[config.mk]
export PLATFORM = sky130hd
export DESIGN_NAME = flex_stp_sr_framer
export DESIGN_NICKNAME = d
export VERILOG_FILES = /design/src/rtl/flex_stp_sr_framer.sv
export SDC_FILE = /design/constraint.sdc
export NUM_CORES = 1
export LEC_CHECK = 0
export BUFFER_PORTS_ARGS = -buffer_cell sky130_fd_sc_hd__buf_2
export CORE_MARGIN = 2
export CORE_UTILIZATION = 25
export DETAILED_ROUTE_END_ITERATION = 16
export PLACE_DENSITY = 0.55
export REMOVE_ABC_BUFFERS = 1
export SLEW_MARGIN = 20
export SYNTH_ARGS = -nofsm -noshare
export SYNTH_HDL_FRONTEND = slang
export SYNTH_SLANG_ARGS = --single-unit
export TNS_END_PERCENT = 50
[constraint.sdc]
create_clock -name clk -period 2.12 [get_ports clk]
set_input_delay 0.212 -clock clk [delete_from_list [all_inputs] [get_ports clk]]
set_output_delay 0.212 -clock clk [all_outputs]
set_load 0.02 [all_outputs]
[src/rtl/flex_stp_sr_framer.sv]
// Serial-to-parallel shift register with word framing, a held output word
// under a valid/ready handshake, and a sticky overflow flag for dropped words.
module flex_stp_sr_framer #(
    parameter int NUM_BITS  = 24,
    parameter bit MSB_FIRST = 1'b0,
    localparam int CW       = $clog2(NUM_BITS + 1)
) (
    input  logic                clk,
    input  logic                n_rst,
    input  logic                serial_in,
    input  logic                shift_enable,
    input  logic                clear,
    input  logic                word_ready,
    output logic [NUM_BITS-1:0] parallel_out,
    output logic [CW-1:0]       bit_count,
    output logic [NUM_BITS-1:0] word_out,
    output logic                word_valid,
    output logic                overflow
);

    logic [NUM_BITS-1:0] next_sr;
    logic                last_bit;
    logic                can_load;

    generate
        if (MSB_FIRST) begin : g_msb
            assign next_sr = {parallel_out[NUM_BITS-2:0], serial_in};
        end else begin : g_lsb
            assign next_sr = {serial_in, parallel_out[NUM_BITS-1:1]};
        end
    endgenerate

    assign last_bit = (bit_count == CW'(NUM_BITS - 1));
    // A pending word may be replaced only if the consumer takes it this cycle.
    assign can_load = !word_valid || word_ready;

    always_ff @(posedge clk or negedge n_rst) begin
        if (!n_rst) begin
            parallel_out <= '1;
            bit_count    <= '0;
            word_out     <= '0;
            word_valid   <= 1'b0;
            overflow     <= 1'b0;
        end else begin
            if (word_valid && word_ready)
                word_valid <= 1'b0;
            if (clear) begin
                parallel_out <= '1;
                bit_count    <= '0;
                overflow     <= 1'b0;
            end else if (shift_enable) begin
                parallel_out <= next_sr;
                if (last_bit) begin
                    bit_count <= '0;
                    if (can_load) begin
                        word_out   <= next_sr;
                        word_valid <= 1'b1;
                    end else begin
                        overflow <= 1'b1;
                    end
                end else begin
                    bit_count <= bit_count + 1'b1;
                end
            end
        end
    end

endmodule

After elaboration in Yosys (flattened, before gate mapping)
Cells that the tools add are included.
{"block": "word_totals", "elab_cells": 30, "in_bits": 6, "ff_bits": 55}
{"block": "classes", "n_eq_ne": 2, "addsub": 1, "reduce_logical": 7, "n_mux": 14, "bitwise": 1}
{"operator": "24-bit two-way mux", "n": 2}
{"operator": "5-bit two-way mux", "n": 3}
{"operator": "1-bit two-way mux", "n": 9}
{"operator": "5-bit by 1-bit adder with 5-bit output, second input constant", "n": 1}
{"operator": "5-bit == test, second input constant", "n": 1}
{"operator": "4-bit AND reduction", "n": 1}
{"operator": "2-bit nonzero test", "n": 2}
{"operator": "3-bit AND reduction", "n": 1}
{"operator": "2-bit inequality test, second input constant", "n": 1}
{"operator": "1-bit logical AND", "n": 1}
{"operator": "1-bit logical NOT", "n": 1}
{"operator": "1-bit logical OR", "n": 1}
{"operator": "1-bit NOT", "n": 1}

Depth between registers and ports, before layout
{"block": "logic_depth", "word_depth": 6, "ltp_mapped": 5}

Worst setup path after synthesis
Ideal clock, no wire load.
{"block": "synth_path", "path_type": "flip-flop to flip-flop", "startpoint": "register bit_count[0]", "endpoint": "register word_out[1]", "t_required_ns": 1.995, "stages_incl_launch_ff": 6, "slack_ns": 0.198, "arrival_ns": 1.797, "n_path_buf": 1, "path_cell_list": "dfrtp_1 -> ha_1 -> nand4_4 -> nor4b_4 -> buf_6 -> mux2_2"}
{"block": "synth_between", "elab_chain_cells": 2}
{"element": "from (decl)", "line": "15", "source": "output logic [CW-1:0] bit_count,"}
{"element": "from (signal assigned)", "line": "62", "source": "bit_count <= bit_count + 1'b1;"}
{"element": "5-bit == test", "line": "33", "source": "assign last_bit = (bit_count == CW'(NUM_BITS - 1));"}
{"element": "4-bit AND reduction (no line)"}
{"element": "to (signal assigned)", "line": "56", "source": "word_out <= next_sr;"}
{"element": "to (decl)", "line": "16", "source": "output logic [NUM_BITS-1:0] word_out,"}
Every way passes these cells.
A chain may end at the register's enable or synchronous reset.

Worst setup path after layout
{"block": "layout_path", "startpoint": "register bit_count[0]", "endpoint": "register word_out[5]"}
Same word-level chain as after synthesis.

==> qor.csv <==
stage,metric,value,unit
grt,GRT Resource Usage Total,10.0,%
critical_path,crit-path max FO,13,
drt,Via density,4.39,
cells_and_area,fillcell total,912,
critical_path,worst path arrival time,2010,ps
synth,ys async rst share,100,%
drt,drt pass-1 iters,4,
critical_path,Critical Path Source Type,flip-flop,
sta,Final setup viols,0,
pwr,Design Power,2030,µW
cells_and_area,Final #Nets,230,
synth,ys flop type,dfrtp_1,
clock_tree,Resized cells post-CTS,0,
clock_tree,Post-CTS Hold Buffers,1,
synth,Syn Inst Count,162,
cells_and_area,final design utilization,32.2,%
drt,post-detailed-route wirelength per cell,13.9,µm
grt,first-pass GRT wire length,7820,µm
critical_path,FF-to-FF path depth,5,
clock_tree,clock slew at reported path FFs,100,ps
grt,vias in the first global route,1432,
synth,Synth Cell Area,2280,µm²
cells_and_area,share of layout cells above drive strength 1,54.5,%
drt,routed via count,1459,
synth,"EDFF count, synth",0,
floorplanning,Die Ht,99.4,µm
floorplanning,Ports,61,
critical_path,Setup crit end kind,flip-flop,
cells_and_area,"non-filler cells, final",332,
critical_path,worst-path cell chain,ha_1 -> nand4_4 -> nor4b_4 -> buf_4 -> mux2_2,
sta,final hold vios,0,
critical_path,critical path type,flip-flop to flip-flop,
pwr,maximum vdd ir drop,444,µV
min_path,Hold EP,parallel_out[23],
clock_tree,Clock Path Buffers,2,
sta,Slew Limit Fails,0,
synth,mean post-synth cell area,14.1,µm²
grt,grt ovf,0,
critical_path,FF-to-FF setup slack,310,ps
critical_path,worst reg2reg endpoint,word_out[5],
grt,largest net degree at the start of global routing,54,
critical_path,CP max-delay cell,dfrtp_1,
sta,clk_skew,12.1,ps
sta,fin crit period,1810,ps
floorplanning,Site Rows,34,
floorplanning,Die X,99.4,µm
clock_tree,root buffer cell,clkbuf_8,
floorplanning,Initial Util,26.0,%
grt,antenna violations before repair,0,
placed_design,DPL Wire Length,3150,µm
drt,post-route antenna net violation count,0,
synth,synth unique cells,26,
cells_and_area,Layout Cell Area excl Fill,2820,µm²
sta,hold_ws,137,ps
cells_and_area,# diodes,0,
clock_tree,Post-CTS Repair Setup Buffers,0,
sta,RSZ-0062 raised after global routing,false,
placed_design,PortBufs,60,
cells_and_area,Area Overhead vs Synth,23.8,%
synth,Synth area leader,dfrtp_1,
synth,top-area cell type share of the netlist area,34.1,%
critical_path,critical path's largest stage delay,410,ps
sta,Worst slew margin,60.5,%
drt,DRC marker count from the first detailed-route iteration,42,
min_path,hold path depth,2,
min_path,Worst Min Path Start,serial_in,
placed_design,placed cell count,323,
clock_tree,CTS tree,done,
synth,largest cells by area after synthesis,"dfrtp_1 (34%), dfstp_2 (28%), mux2_2 (11%), a211o_1 (9.6%), nor2b_1 (6.9%)",
drt,WL final,4630,µm
sta,Tcrit/Tclk final,85.6,%
sta,Slew @ Worst Pin,592,ps
clock_tree,cts bufs inserted,5,
placed_design,Final GP Congestion,0.706,
placed_design,Placed Area,2700,µm²
synth,Synth warnings,0,
synth,Yosys reg bits,55,
critical_path,worst r2r src,bit_count[0],
drt,DRC errors left,0,
min_path,worst hold path type,input pin to flip-flop,
clock_tree,insertion delay to the later sink of the worst-skew pair,310,ps
floorplanning,full die area,9890,µm²
synth,"Seq/Total Area, Yosys",61.8,%
clock_tree,Clock Sinks,55,
critical_path,WP data required,2310,ps
floorplanning,core area,8760,µm²
clock_tree,H-tree depth,2,
outcome,outcome,"finished, final reports clean",
sta,Max Fclk,551,MHz
pwr,Pleak,0.00138,µW
flow_run,total of max-cap violations,0,
pwr,Pwr Density,719,nW/µm²
[synth_stat cells, types with 2 or more instances]
library cell,n
dfrtp_1,31
dfstp_2,24
buf_6,2
mux2_2,23
a211o_1,25
nand2_1,3
mux2i_1,2
clkbuf_1,7
nor2b_1,25
nor2_1,4
[where the power goes]
group	switching [µW]	internal, µW
Combinational	122	73.0
Sequential	31.6	1100
Clock	346	352
Total	500	1530
[cell families (layout without fill, tap and decap cells)]
family	count (synthesis)	in the layout	share of synthesized area (%)
DFF	55	55	61.8
AOI/OAI and AO/OA	27	27	10.1
and+or+nand+nor	38	38	11.0
muxes	26	26	12.7
buffers and inverters	13	75	3.02
xor gates and xnor gates	2	2	0.769
adders and majority gates	1	1	0.549
[flip-flops by register name (all words and copies together) (netlist names)]
register	flops
word_valid	1
word_out	24
bit_count	5
overflow	1
parallel_out	24
[layout by cell type, fill, tap and decap left out]
cell type	n
mux2_2	23
mux2_1	1
nand2_1	3
nand4_1	1
dfrtp_1	31
xnor2_1	1
a211o_1	25
dfstp_2	24
clkinv_2	1
ha_1	1
buf_4	4
inv_1	1
buf_12	1
o22ai_1	1
nor2b_1	25
clkbuf_8	5
nand2b_1	1
a21oi_1	1
nand3_1	1
nand4_4	1
nor4b_4	1
dlygate4sd3_1	1
or3_1	1
mux2i_1	2
clkinv_4	1
xor2_1	1
buf_2	60
bufinv_16	1
nor2_1	4
[worst max-delay path: cells and delay by family, from the launching register on]
kind | cells | cell delay (ps)
fa+ha+maj | 1 | 280
buf+inv | 1 | 260
simple gates | 2 | 380
mux | 1 | 360
flops | 1 | 410
[metal layers]
metal | vias to the layer above | track usage [%] | wire length (µm)
met5 | - | 0 | 0
met4 | 0 | 2.53 | 45
met3 | 4 | 2.95 | 220
met2 | 34 | 15.2 | 2170
met1 | 729 | 14.1 | 2190
li1 | 692 | - | -
[per-stage QoR]
stage,worst slack (ps),setup TNS [ps]
after floorplan,-198,-4730
after global placement,371,0
after detailed placement,287,0
after CTS,270,0
after global routing,183,0
final,306,0
[final cells by class]
class                           instances  area (µm²)  share of cell area (%)
Multi-Input combinational cell         94         802                    28.4
Clock inverter                          3        43.8                    1.55
Sequential cell                        55        1410                    49.9
Inverter                                1        3.75                   0.133
Timing Repair Buffer                   66         360                    12.8
Clock buffer                            5        68.8                    2.44
Tap cell                              108         135                    4.79
[how the worst max path moves through the flow]
| stage | from | end | slack, ps |
|---|---|---|---|
| after floorplan | bit_count[0] | word_out[23] | -200 |
| after global placement | bit_count[0] | word_out[13] | 370 |
| after detailed placement | bit_count[0] | word_out[5] | 290 |
| after CTS | bit_count[0] | word_out[5] | 270 |
| after global routing | bit_count[0] | word_out[5] | 180 |
| final | bit_count[0] | word_out[5] | 310 |
(Power assumes the default switching activity.)
